## src/rtl/bf16_to_fp8_quantizer.sv

```systemverilog
// BF16 -> FP8 E4M3 requantizer: 2-stage valid/ready pipeline with tile tagging.
// Define FP8_RNE_EN for round-to-nearest-even; otherwise mantissa truncates.
module bf16_to_fp8_quantizer #(
  parameter int TILE_LEN = 8
) (
  input  logic        clk,
  input  logic        rst,
  input  logic        clear,
  input  logic        in_valid,
  output logic        in_ready,
  input  logic [15:0] in_data,
  output logic        out_valid,
  input  logic        out_ready,
  output logic [7:0]  out_data,
  output logic        out_last,
  output logic        out_sat
);

  localparam int CW = $clog2(TILE_LEN);
  localparam logic [CW-1:0] LAST = CW'(TILE_LEN - 1);

  logic [CW-1:0] cnt;
  logic          v1, v2;
  logic          adv1, adv2, take;

  logic              s1, nan1, inf1, fl1, l1;
  logic signed [8:0] e1;
  logic [2:0]        m1;
`ifdef FP8_RNE_EN
  logic              g1, st1;
`endif

  logic       sgn;
  logic [7:0] ex_in;
  logic [6:0] mt_in;

  assign sgn   = in_data[15];
  assign ex_in = in_data[14:7];
  assign mt_in = in_data[6:0];

  assign adv2      = !v2 | out_ready;
  assign adv1      = !v1 | adv2;
  assign in_ready  = adv1 & !rst & !clear;
  assign take      = in_valid & in_ready;
  assign out_valid = v2;

  always_ff @(posedge clk) begin
    if (rst) begin
      v1  <= 1'b0;
      cnt <= '0;
    end else if (clear) begin
      v1  <= 1'b0;
      cnt <= '0;
    end else begin
      if (adv1)
        v1 <= take;
      if (take) begin
        s1   <= sgn;
        nan1 <= (&ex_in) & (|mt_in);
        inf1 <= (&ex_in) & ~(|mt_in);
        fl1  <= ex_in <= 8'd120;
        e1   <= $signed({1'b0, ex_in}) - 9'sd120;
        m1   <= mt_in[6:4];
`ifdef FP8_RNE_EN
        g1   <= mt_in[3];
        st1  <= |mt_in[2:0];
`endif
        l1   <= cnt == LAST;
        cnt  <= (cnt == LAST) ? '0 : cnt + 1'b1;
      end
    end
  end

  logic              inc, cy, sat;
  logic [2:0]        mr;
  logic signed [8:0] er;
  logic [7:0]        pk;

  // Priority: NaN, inf, flush (pre-round exponent), then range check.
  always_comb begin
    inc = 1'b0;
`ifdef FP8_RNE_EN
    inc = g1 & (st1 | m1[0]);
`endif
    {cy, mr} = {1'b0, m1} + {3'b000, inc};
    er  = e1 + $signed({8'd0, cy});
    pk  = {s1, 7'h00};
    sat = 1'b0;
    if (nan1) begin
      pk  = {s1, 7'h7F};
      sat = 1'b1;
    end else if (inf1) begin
      pk  = {s1, 7'h7E};
      sat = 1'b1;
    end else if (fl1) begin
      pk  = {s1, 7'h00};
    end else if (er > 9'sd15 ||
                 (er == 9'sd15 && mr == 3'd7)) begin
      pk  = {s1, 7'h7E};
      sat = 1'b1;
    end else begin
      pk  = {s1, er[3:0], mr};
    end
  end

  always_ff @(posedge clk) begin
    if (rst) begin
      v2       <= 1'b0;
      out_data <= 8'h00;
      out_last <= 1'b0;
      out_sat  <= 1'b0;
    end else if (clear) begin
      v2 <= 1'b0;
    end else if (adv2) begin
      v2 <= v1;
      if (v1) begin
        out_data <= pk;
        out_sat  <= sat;
        out_last <= l1;
      end
    end
  end

endmodule

```

## config.mk

```make
export PLATFORM = sky130hd
export DESIGN_NAME = bf16_to_fp8_quantizer
export DESIGN_NICKNAME = d
export VERILOG_FILES = /design/src/rtl/bf16_to_fp8_quantizer.sv
export SDC_FILE = /design/constraint.sdc
export NUM_CORES = 1
export LEC_CHECK = 0
export CORE_MARGIN = 8
export CORE_UTILIZATION = 50
export DETAILED_ROUTE_END_ITERATION = 6
export HOLD_SLACK_MARGIN = 0.1
export PLACE_DENSITY = 0.87
export SYNTH_ARGS = -nofsm -noshare
export SYNTH_HDL_FRONTEND = slang
export SYNTH_SLANG_ARGS = --single-unit
```

## constraint.sdc

```tcl
create_clock -name clk -period 2.9 [get_ports clk]
set_clock_uncertainty 0.1 [all_clocks]
set_input_delay 0.87 -clock clk [delete_from_list [all_inputs] [get_ports clk]]
set_output_delay 0.87 -clock clk [all_outputs]
set_load 0.02 [all_outputs]
```

# Word level (Yosys, flattened, before mapping)

Cells that the tools add are included.

Bitwise operators: 10
Muxes and demuxes: 9
Equality and inequality tests: 3
$add $sub $neg: 2
Reductions and logical operators: 11
$lt $le $gt $ge: 2

Operator list:

| kind                                                           | number |
|---|---|
| two-way mux 7 bit                                              | 4 |
| == test 9 x 5 -> 1 bit (second input constant)                 | 1 |
| greater-than comparator 9 x 5 -> 1 bit (second input constant) | 1 |
| subtractor 8 x 7 -> 9 bit (second input constant)              | 1 |
| <= comparator 8 x 7 -> 1 bit (second input constant)           | 1 |
| AND reduction 8 bit                                            | 1 |
| OR reduction 7 bit                                             | 1 |
| == test 3 bit (second input constant)                          | 2 |
| AND reduction 3 bit                                            | 2 |
| bitwise AND 1 bit                                              | 5 |
| zero test 1 bit                                                | 4 |
| two-way mux 1 bit                                              | 4 |
| adder 3 x 1 -> 3 bit (second input constant)                   | 1 |
| two-way mux 3 bit                                              | 1 |
| inverter 1 bit                                                 | 3 |
| bitwise OR 1 bit                                               | 2 |
| OR reduction 2 bit                                             | 1 |
| logical AND 1 bit                                              | 1 |
| logical OR 1 bit                                               | 1 |

Output and inout port bits: 12
Input port bits: 21
Flip-flop bits (word level): 32
Logic and storage cells: 50

# Logic depth before layout (Yosys ltp)

Word-level depth: 7
Mapped depth: 5
Depth with buffers taken out: 4

# Worst setup path after synthesis

OpenSTA, ideal clock, no wires.

Kind: input port to output port
Start point: in rst
End point: out in_ready
Slack: 0.558 ns
Path buffers: 0
Cell stages on the path: 2
Data required time: 1.930 ns
Data arrival time: 1.372 ns
Cell sequence: nor2_1 and2_1

Cells in the longest elaborated chain, start to end: 3

Ends and longest elaborated chain:

| element                        | RTL line | source |
|---|---|---|
| from (decl)                    | 7        | `input logic rst,` |
| zero test 1 bit                | 43       | `assign in_ready = adv1 & !rst & !clear;` |
| bitwise AND 1 bit (2 in a row) | 43       |  |
| to (decl)                      | 10       | `output logic in_ready,` |

Every way passes these cells.

# Worst setup path in the final report

Start point: in out_ready
End point: out in_ready

Cells in the longest elaborated chain, start to end: 4

Ends and longest elaborated chain:

| element                        | RTL line | source |
|---|---|---|
| from (decl)                    | 13       | `input logic out_ready,` |
| bitwise OR 1 bit               | 41       | `assign adv2 = !v2 \| out_ready;` |
| bitwise OR 1 bit               | 42       | `assign adv1 = !v1 \| adv2;` |
| bitwise AND 1 bit (2 in a row) | 43       |  |

Every way passes these cells.

==> summary.md <==
### Timing
* 2.75 ns — clock period minus final worst setup slack
* 0.947 — Tcrit/Tclk final
* 0 — number of setup violations in the final report
* no — unrepaired setup endpoints after global routing
* 0.382 ns — worst hold margin
* 0.413 ns — measured slew at the worst slew-check pin
* 0.722 — Slew headroom
* 0.364 GHz — maximum clock frequency
* 0.155 ns — post-route setup slack
* 0 — final count of pins violating max slew
* 0 ns — setup TNS
* 0 — Hold Vio Cnt, Final

### Status
* completed — result of the run

### Setup path
* input pin — crit start category
* 2 — Worst Path Max Fanout
* output pin — crit path capture type
* 1.93 ns — critical path required time
* 1.78 ns — Crit path arrival time
* input pin to output pin — type of the setup path with the least slack

### Die
* 33 — I/O pins
* 18 — row count
* 67.7 um — height of the die
* 67.7 um — Chip Width
* 0.536 — starting density of the core
* 2500 um2 — standard cell core area
* 4590 um2 — Die ar.

### Synthesis
* edfxtp_1 (17), dfxtp_1 (15), mux2i_1 (9), nand3_1 (7), nor2b_1 (7) — ranking of synthesized cells by instance count
* 0 — share of synthesized flip-flops with an asynchronous set or reset
* edfxtp_1 — most instantiated flip-flop cell in the synthesis netlist
* 32 — number of synthesized register bits
* 0 — total number of yosys warnings
* 132 — Synthesized Nets
* 0.381 — area share of the largest cell type after synthesis
* edfxtp_1 — dominant cell by count in the synthesized netlist
* 32 — library cells used by synthesis
* edfxtp_1 (38%), dfxtp_1 (22%), mux2i_1 (6.7%) — dominant cells by area after synthesis
* 17 — EDFF count, synth
* 0.606 — share of the yosys chip area belonging to registers
* 1340 um2 — combined area of all synthesized cells
* 108 — Gate Count Post-Synth
* 12.4 um2 — per-instance average area after synthesis
* edfxtp_1 — most area-hungry cell type in the Yosys netlist

### Run
* 0 — number of max-cap violations

### Power
* 0.351 — clock network fraction of total power
* 0.613 nW — leakage power
* 0.102 — portion of total power attributed to combinational logic
* 197 uW — reported net switching power
* 731 uW — internal power contribution
* 0.212 — switching part of the total
* 0.547 — part of the power in registers
* 516 nW/um2 — power per cell area
* 0.000456 V — peak supply drop

### Global routing
* 4430 um — global-route wire length before repair
* 0 — initial antenna violation count
* 1029 — vias in the first global route
* 0 — aggregate global routing overflow
* 0.128 — total track usage
* 18 — maximum number of pins on one net before global-route repair

### Clocking
* 5 — TritonCTS Buffers
* 32 — number of clock sinks
* 0.10 ns — clock transition time at the flip-flop clock pins of the worst setup and hold paths
* clkbuf_4 — buffer type at the clock tree root
* 2 — CTS Buffer Depth
* 2 — H-tree Lvls
* done — clock tree from TritonCTS
* 0.32 ns — clock insertion delay at the later pin of the skew report

### Routing
* 978 — total number of vias
* 53 — initial DRC count
* 4 — total iterations of the first detailed-routing run
* 0 — post-detailed-route count of antenna-violating nets
* 14.0 um — WL/cell
* 5.37 — DR vias/cell
* 0 — Residual DRC
* 2540 um — Routed WL

### Placed design
* 32 — Port Buffer Count
* 0.800 — placer's final routability congestion estimate
* -0.292 ns — worst slack at placement
* 2020 um — final HPWL from detailed placement

### Finish
* 34.3% — Area Growth Syn to Fin
* 0 — diodes inserted
* 0.118 — layout cell share with drive strength beyond 1
* 175 — number of nets at the end of the flow

### Worst hold path
* flip-flop to flip-flop — type of the worst min-delay path

stage by stage:
stage	power (mW)	area [um2]	instances	util
floorplan	0.553	1340	108	-
global placement	0.608	1730	174	0.691
detailed placement	0.614	1730	174	0.691
CTS	0.933	1800	182	0.721
global route	0.966	1800	182	0.719
finish	0.927	1800	182	0.719
cells in the final DEF (no fill, tap or decap), types with 2 or more instances in the layout:
cell | Yosys | layout
clkdlybuf4s50_1 | 0 | 31
xor2_1 | 2 | 2
nor2b_1 | 7 | 7
nand3_1 | 7 | 7
nand2b_1 | 2 | 2
clkbuf_4 | 0 | 5
buf_4 | 0 | 6
edfxtp_1 | 17 | 17
inv_1 | 3 | 3
mux2i_1 | 9 | 9
o211ai_1 | 2 | 2
nor4_1 | 3 | 3
nand4_1 | 3 | 3
ha_1 | 3 | 3
nor2_1 | 6 | 6
o21ai_0 | 6 | 6
nor3_1 | 4 | 4
dfxtp_1 | 15 | 15
o21ai_1 | 3 | 3
cell families after synthesis:
family	share of synthesized area
multiplexers	0.0673
AND/OR/NAND/NOR	0.183
XOR/XNOR	0.0196
AO/OA/AOI/OAI	0.0766
flip-flops	0.606
buffers and inverters	0.0196
adder cells (fa/ha/maj)	0.0280
cell type report:
| type | instances | area, um2 |
|---|---|---|
| clock buffer | 6 | 41.3 |
| clock inverter | 2 | 35.0 |
| fill | 194 | 702 |
| inverter | 3 | 11.3 |
| multi-input combinational | 71 | 502 |
| sequential | 32 | 811 |
| tap | 30 | 37.5 |
| timing repair buffer | 38 | 360 |
worst paths after layout:
kind                         from                       end  slack (ns)  depth (start not counted)
max                     out_ready                  in_ready        0.15                          4
min          out_sat$_SDFFE_PP0P_      out_sat$_SDFFE_PP0P_        0.38                          2
max reg2reg       e1[7]$_DFFE_PP_  out_data[2]$_SDFFE_PP0P_        1.39                          4
min reg2reg  out_sat$_SDFFE_PP0P_      out_sat$_SDFFE_PP0P_        0.38                          2
registers in the layout (all words and copies together) (netlist names):
name	count
e1	9
out_data	8
cnt	3
m1	3
fl1	1
inf1	1
l1	1
nan1	1
out_last	1
out_sat	1
out_valid	1
s1	1
v1	1
worst max-delay path, cell delays in order:
cell and delay (ns):
clkdlybuf4s50_1 0.41, nand3b_1 0.18, and2_1 0.15, clkbuf_2 0.16
layer usage:
layer	vias to the layer above	track usage	share of wire
met5	-	0	0
met4	0	0.0862	0.027
met3	9	0.0530	0.080
met2	38	0.189	0.44
met1	442	0.149	0.45
li1	489	-	-
timing repair:
item | in CTS | in global routing
resized for setup | 2 | 1
buffers inserted | 0 | 0
hold buffers | 0 | 0
gates cloned | 0 | 0
setup endpoints to repair | 1 | 1
power by group through the flow:
| stage | combinational (mW) | sequential (mW) | clock, mW |
|---|---|---|---|
| after global placement | 0.0924 | 0.516 | 0 |
| after floorplan | 0.0321 | 0.521 | 0 |
| final | 0.0946 | 0.507 | 0.326 |
| after global routing | 0.103 | 0.510 | 0.353 |
| after CTS | 0.0960 | 0.507 | 0.330 |
| after detailed placement | 0.0961 | 0.518 | 0 |
Power figures use the tool's default switching activity.
==> RTL change 1: new RTL, same flow settings <==
Change the parameter `TILE_LEN` from 8 to 4.
--- a/src/rtl/bf16_to_fp8_quantizer.sv
+++ b/src/rtl/bf16_to_fp8_quantizer.sv
@@ -3,3 +3,3 @@
 module bf16_to_fp8_quantizer #(
-  parameter int TILE_LEN = 8
+  parameter int TILE_LEN = 4
 ) (
Behaviour: not the same (Yosys sat finds a counterexample within 10 cycles, from zero or initial values and one cycle with rst high).
==> RTL change 1 against the unedited design <==
- total power decreased by 12%
- fmax decreased by 4.3%
- sequential cell count decreased by 1
- design area decreased by 3.3%
- utilization decreased by 1.1 points
- worst setup slack got worse by 0.12 ns
- routed wire length increased by 4.3%
- synthesized area decreased by 3.6%
- combinational power increased by 2%
- register-to-register slack got worse by 0.03 ns
- worst hold slack improved by 0.013 ns
- sequential share of layout area increased by 0.37 points
- critical path depth unchanged
- critical endpoint unchanged
- largest cell class unchanged
==> RTL change 1: results (changes against the unedited design) <==
| Metric | Value |
|---|---|
| Status | complete, no violations (unchanged) |
| Sequential area share after synthesis | 61.3% (was 60.6%) |
| Worst slew margin | 73.2% (was 72.2%) |
| Ranking of synthesized cells by area | edfxtp_1 40%, dfxtp_1 22%, mux2i_1 7.0%, nor2b_1 3.4%, nand3_1 2.3% (was edfxtp_1 38%, dfxtp_1 22%, mux2i_1 6.7%, nor2b_1 3.3%, ha_1 2.8%) |
| Logic pwr share | 11.8% (was 10.2%) |
| Placed instance area | 1680 sq um (was 1730 sq um) |
| VDD IR max | 0.414 mV (was 0.456 mV) |
| Placer Congestion | 0.760 (was 0.800) |
| Clock group total power | 0.230 mW (was 0.326 mW) |
| Vias in the first global route | 1041 (was 1029) |
| Via count | 963 (was 978) |
| Share of layout cells above drive strength 1 | 12.8% (was 11.8%) |
| Drt wl/cell | 14.9 um (was 14.0 um) |
| Non-Filler Instances | 178 (was 182) |
| First DRT Iteration DRCs | 31 (was 53) |
| Largest regs | e1 (9), out_data (8), m1 (3) (was e1 (9), out_data (8)) |
| Internal | 0.628 mW (was 0.731 mW) |
| Post-Synthesis Cells | 103 (was 108) |
| Global-route wire length before repair | 4280 um (was 4430 um) |
| Syn nets | 126 (was 132) |
| Register-to-Register Path Depth | 4 (unchanged) |
| Detailed Place HPWL | 2110 um (was 2020 um) |
| Synth top cells by count | 17 x edfxtp_1, 14 x dfxtp_1, 9 x mux2i_1, 7 x nor2b_1 (was 17 x edfxtp_1, 15 x dfxtp_1, 9 x mux2i_1, 7 x nand3_1, 7 x nor2b_1) |
| Synth warnings | 0 (unchanged) |
| Crit path DAT | 1.90 ns (was 1.78 ns) |
| Leak | 0.583 nW (was 0.613 nW) |
| Total GRT Usage | 13.0% (was 12.8%) |
| Clk pin slew, worst setup/hold paths | 0.08 ns (was 0.10 ns) |
## RTL change 1: critical path: stages
cell and delay (ns):
clkdlybuf4s50_1 0.42, nand3b_1 0.19, and2_1 0.16, clkdlybuf4s15_2 0.25
## RTL change 1: kinds of logic after synthesis
| group | count (synthesis) | share of synthesized area, % |
|---|---|---|
| flip-flops | 31 | 61.3 |
| buffers and inverters | 5 | 2.04 |
| AND/OR/NAND/NOR | 37 | 18.1 |
| multiplexers | 9 | 6.98 |
| adder cells (fa/ha/maj) | 2 | 1.94 |
| XOR/XNOR | 3 | 2.04 |
| AO/OA/AOI/OAI | 16 | 7.57 |
## RTL change 1: layer usage
metal,routed length [um],global-route usage (%),vias up,share of wire [%]
met1,1080,12.5,446,41
met4,93,10.7,0,3.5
li1,-,-,475,-
met2,1310,21.9,33,50
met3,159,4.70,9,6.0
met5,0,0,-,0
## RTL change 1: cell type report
class | instances | area, sq um
repair buffers | 39 | 374
fillers | 179 | 716
inverters | 3 | 11.3
well taps | 30 | 37.5
clock inverters | 2 | 8.76
clock buffers | 6 | 41.3
multi-input cells | 67 | 475
flip-flops and latches | 31 | 791
## RTL change 1: timing repair
item	in CTS	in global routing
setup endpoints to repair	1	1
pin swaps	0	0
buffers inserted	0	1
hold endpoints to repair	0	0
gates resized for setup	3	1
## RTL change 1: metrics by stage
step / utilization (%) / setup slack (ns)
floorplan: - / 0.598
global placement: 68.3 / -0.242
detailed placement: 68.3 / -0.321
CTS: 70.4 / 0.0273
global route: 70.8 / -0.0293
finish: 70.8 / 0.0311
## RTL change 1: worst paths after layout
check / startpoint / end / slack (ns)
worst max-delay path: out_ready / in_ready / 0.03
worst min-delay path: out_sat / out_sat / 0.40
worst max register to register: e1[7] / out_sat / 1.36
worst min register to register: out_sat / out_sat / 0.40
==> RTL change 2: new RTL, config.mk and constraints unchanged <==
Made on the original files. Build with the macro `FP8_RNE_EN` defined.
--- a/src/rtl/bf16_to_fp8_quantizer.sv
+++ b/src/rtl/bf16_to_fp8_quantizer.sv
@@ -2,2 +2,4 @@
 // Define FP8_RNE_EN for round-to-nearest-even; otherwise mantissa truncates.
+`define FP8_RNE_EN
+
 module bf16_to_fp8_quantizer #(
Function: changed (a bounded check fails within 4 cycles, from zero or initial values and one cycle with rst high).
==> RTL change 2 against the unedited design <==
- worst hold slack about the same
- global-route usage up 1.1 points
- worst setup slack worse by 0.11 ns
- register-to-register slack got worse by 1.1 ns
- largest power group unchanged
- design area is 10% higher
- first-iteration DRC count rose by 70%
- fmax is 3.8% lower
- sequential cell count rose by 2
- critical path depth is the same
- routed wire length grew 26%
- synthesized cell count rose by 21%
- largest cell class unchanged
- synthesized area rose by 13%
- total power down 3.0%
- critical path type unchanged
==> RTL change 2: results (changes against the unedited design) <==
| Metric | Value |
|---|---|
| Status | complete, no violations (unchanged) |
| Worst hold start | cnt[2] (was out_sat) |
| Syn nets | 159 (was 132) |
| Share of layout cells above drive strength 1 | 13.0% (was 11.8%) |
| Reg-to-Reg End | out_data[4] (was out_data[2]) |
| Vias in the first global route | 1270 (was 1029) |
| Drt via density | 5.69 (was 5.37) |
| CTS Buffer Depth | 2 (unchanged) |
| Synth unique cells | 38 (was 32) |
| Sequential area share after synthesis | 57.6% (was 60.6%) |
| Filler instances | 249 (was 194) |
| First DRT Iteration DRCs | 90 (was 53) |
| Initial antenna violation count | 0 (unchanged) |
| Worst slew margin | 71.1% (was 72.2%) |
| Ranking of synthesized cells by area | edfxtp_1 38%, dfxtp_1 20%, ha_1 5.8%, a21oi_1 2.6%, nand3_1 2.3% (was edfxtp_1 38%, dfxtp_1 22%, mux2i_1 6.7%, nor2b_1 3.3%, ha_1 2.8%) |
| Ys async rst share | 0% (unchanged) |
| Synth top cells by count | 19 x edfxtp_1, 15 x dfxtp_1, 9 x nor2_1, 8 x a21oi_1 (was 17 x edfxtp_1, 15 x dfxtp_1, 9 x mux2i_1, 7 x nand3_1, 7 x nor2b_1) |
| Register-to-Register Path Depth | 10 (was 4) |
| Layout Nets | 204 (was 175) |
| Hold Path Sink | cnt[2] (was out_sat) |
| Worst R2R Setup Slack | 0.26 ns (was 1.39 ns) |
| Largest regs | e1 (9), out_data (8) (unchanged) |
| Number of synthesized flops with an enable pin | 19 (was 17) |
| Crit path DAT | 1.88 ns (was 1.78 ns) |
| Ant diodes | 0 (unchanged) |
| Leak | 0.718 nW (was 0.613 nW) |
| Worst hold path depth | 2 (unchanged) |
| RR Startpoint | st1 (was e1[7]) |
| IO Port Bufs | 32 (unchanged) |
| Skew-Pair Late Insertion Delay | 0.34 ns (was 0.32 ns) |
| Place WS | -0.388 ns (was -0.292 ns) |
| Root Driver | clkbuf_4 (unchanged) |
| DRT Pass-1 Iters | 6 (was 4) |
| Setup bufs post-CTS | 0 (unchanged) |
| Global-route wire length before repair | 5500 um (was 4430 um) |
| Final WL | 3190 um (was 2540 um) |
| VDD IR max | 0.316 mV (was 0.456 mV) |
| Detailed Place HPWL | 2550 um (was 2020 um) |
| Cts bufs inserted | 5 (unchanged) |
| Clk pin slew, worst setup/hold paths | 0.11 ns |
| Hold Crit Class | reg -> reg (unchanged) |
| Total number of H-tree levels | 2 (unchanged) |
| Largest net degree at the start of global routing | 20 (was 18) |
| Total GRT Usage | 14.0% (was 12.8%) |
| Synth Flop Type | edfxtp_1 (unchanged) |
| Placer Congestion | 0.791 (was 0.800) |
| Critical-path maximum fanout | 2 (unchanged) |
| Synth warnings | 0 (unchanged) |
## RTL change 2: cell type report
class / count / area, sq um / area share [%]
tap: 33 / 41.3 / 2.08
inverter: 5 / 18.8 / 0.946
timing repair buffer: 39 / 380 / 19.2
clock buffer: 6 / 41.3 / 2.08
multi-input combinational: 91 / 617 / 31.1
clock inverter: 2 / 13.8 / 0.694
sequential: 34 / 871 / 43.9
## RTL change 2: worst max-delay path by stage
stage                         start  endpoint  slack [ns]  cells past startpoint
after global placement    out_ready  in_ready       -0.35                      4
after detailed placement  out_ready  in_ready       -0.39                      4
after global routing      out_ready  in_ready        0.01                      4
after CTS                 out_ready  in_ready        0.05                      4
after floorplan           out_ready     e1[0]        0.46                      4
final                     out_ready  in_ready        0.05                      4
## RTL change 2: kinds of logic (layout without fill, tap and decap cells)
group | Yosys count | in the layout | synth area share (%)
AND/OR/NAND/NOR | 45 | 45 | 16.7
flip-flops | 34 | 34 | 57.6
AO/OA/AOI/OAI | 30 | 30 | 12.4
adder cells (fa/ha/maj) | 7 | 7 | 5.79
XOR/XNOR | 7 | 7 | 4.55
buffers and inverters | 6 | 52 | 1.57
multiplexers | 2 | 2 | 1.32
## RTL change 2: critical path, stage by stage
cell             delay (ns)
clkdlybuf4s50_1        0.46
and2b_1                0.20
a21boi_2               0.17
buf_2                  0.19
## RTL change 2: where the power goes
group,switching [mW],internal [mW]
Clock,0.161,0.0951
Combinational,0.0464,0.0568
Sequential,0.0119,0.528
## RTL change 2: per-layer routing
metal | GRT usage, % | vias up | share of wire, %
li1 | - | 581 | -
met1 | 13.7 | 564 | 40
met2 | 23.9 | 41 | 51
met3 | 4.80 | 8 | 7.2
met4 | 10.2 | 0 | 2.3
met5 | 0 | - | 0
## RTL change 2: repair_timing
action                     in CTS  in global routing
setup endpoints to repair       1                  0
hold endpoints to repair        0                  0
resized for setup               4                  0
hold buffers                    0                  0
## RTL change 2: stage by stage
stage | instance area, sq um | setup TNS, ns | hold WS [ns] | cells
6_report | 1980 | 0 | 0.382 | 210
5_1_grt | 1980 | 0 | 0.414 | 210
4_1_cts | 1980 | 0 | 0.384 | 210
3_5_place_dp | 1930 | -0.388 | 0.369 | 202
3_3_place_gp | 1930 | -0.347 | 0.353 | 202
2_1_floorplan | 1510 | 0 | 0.345 | 131
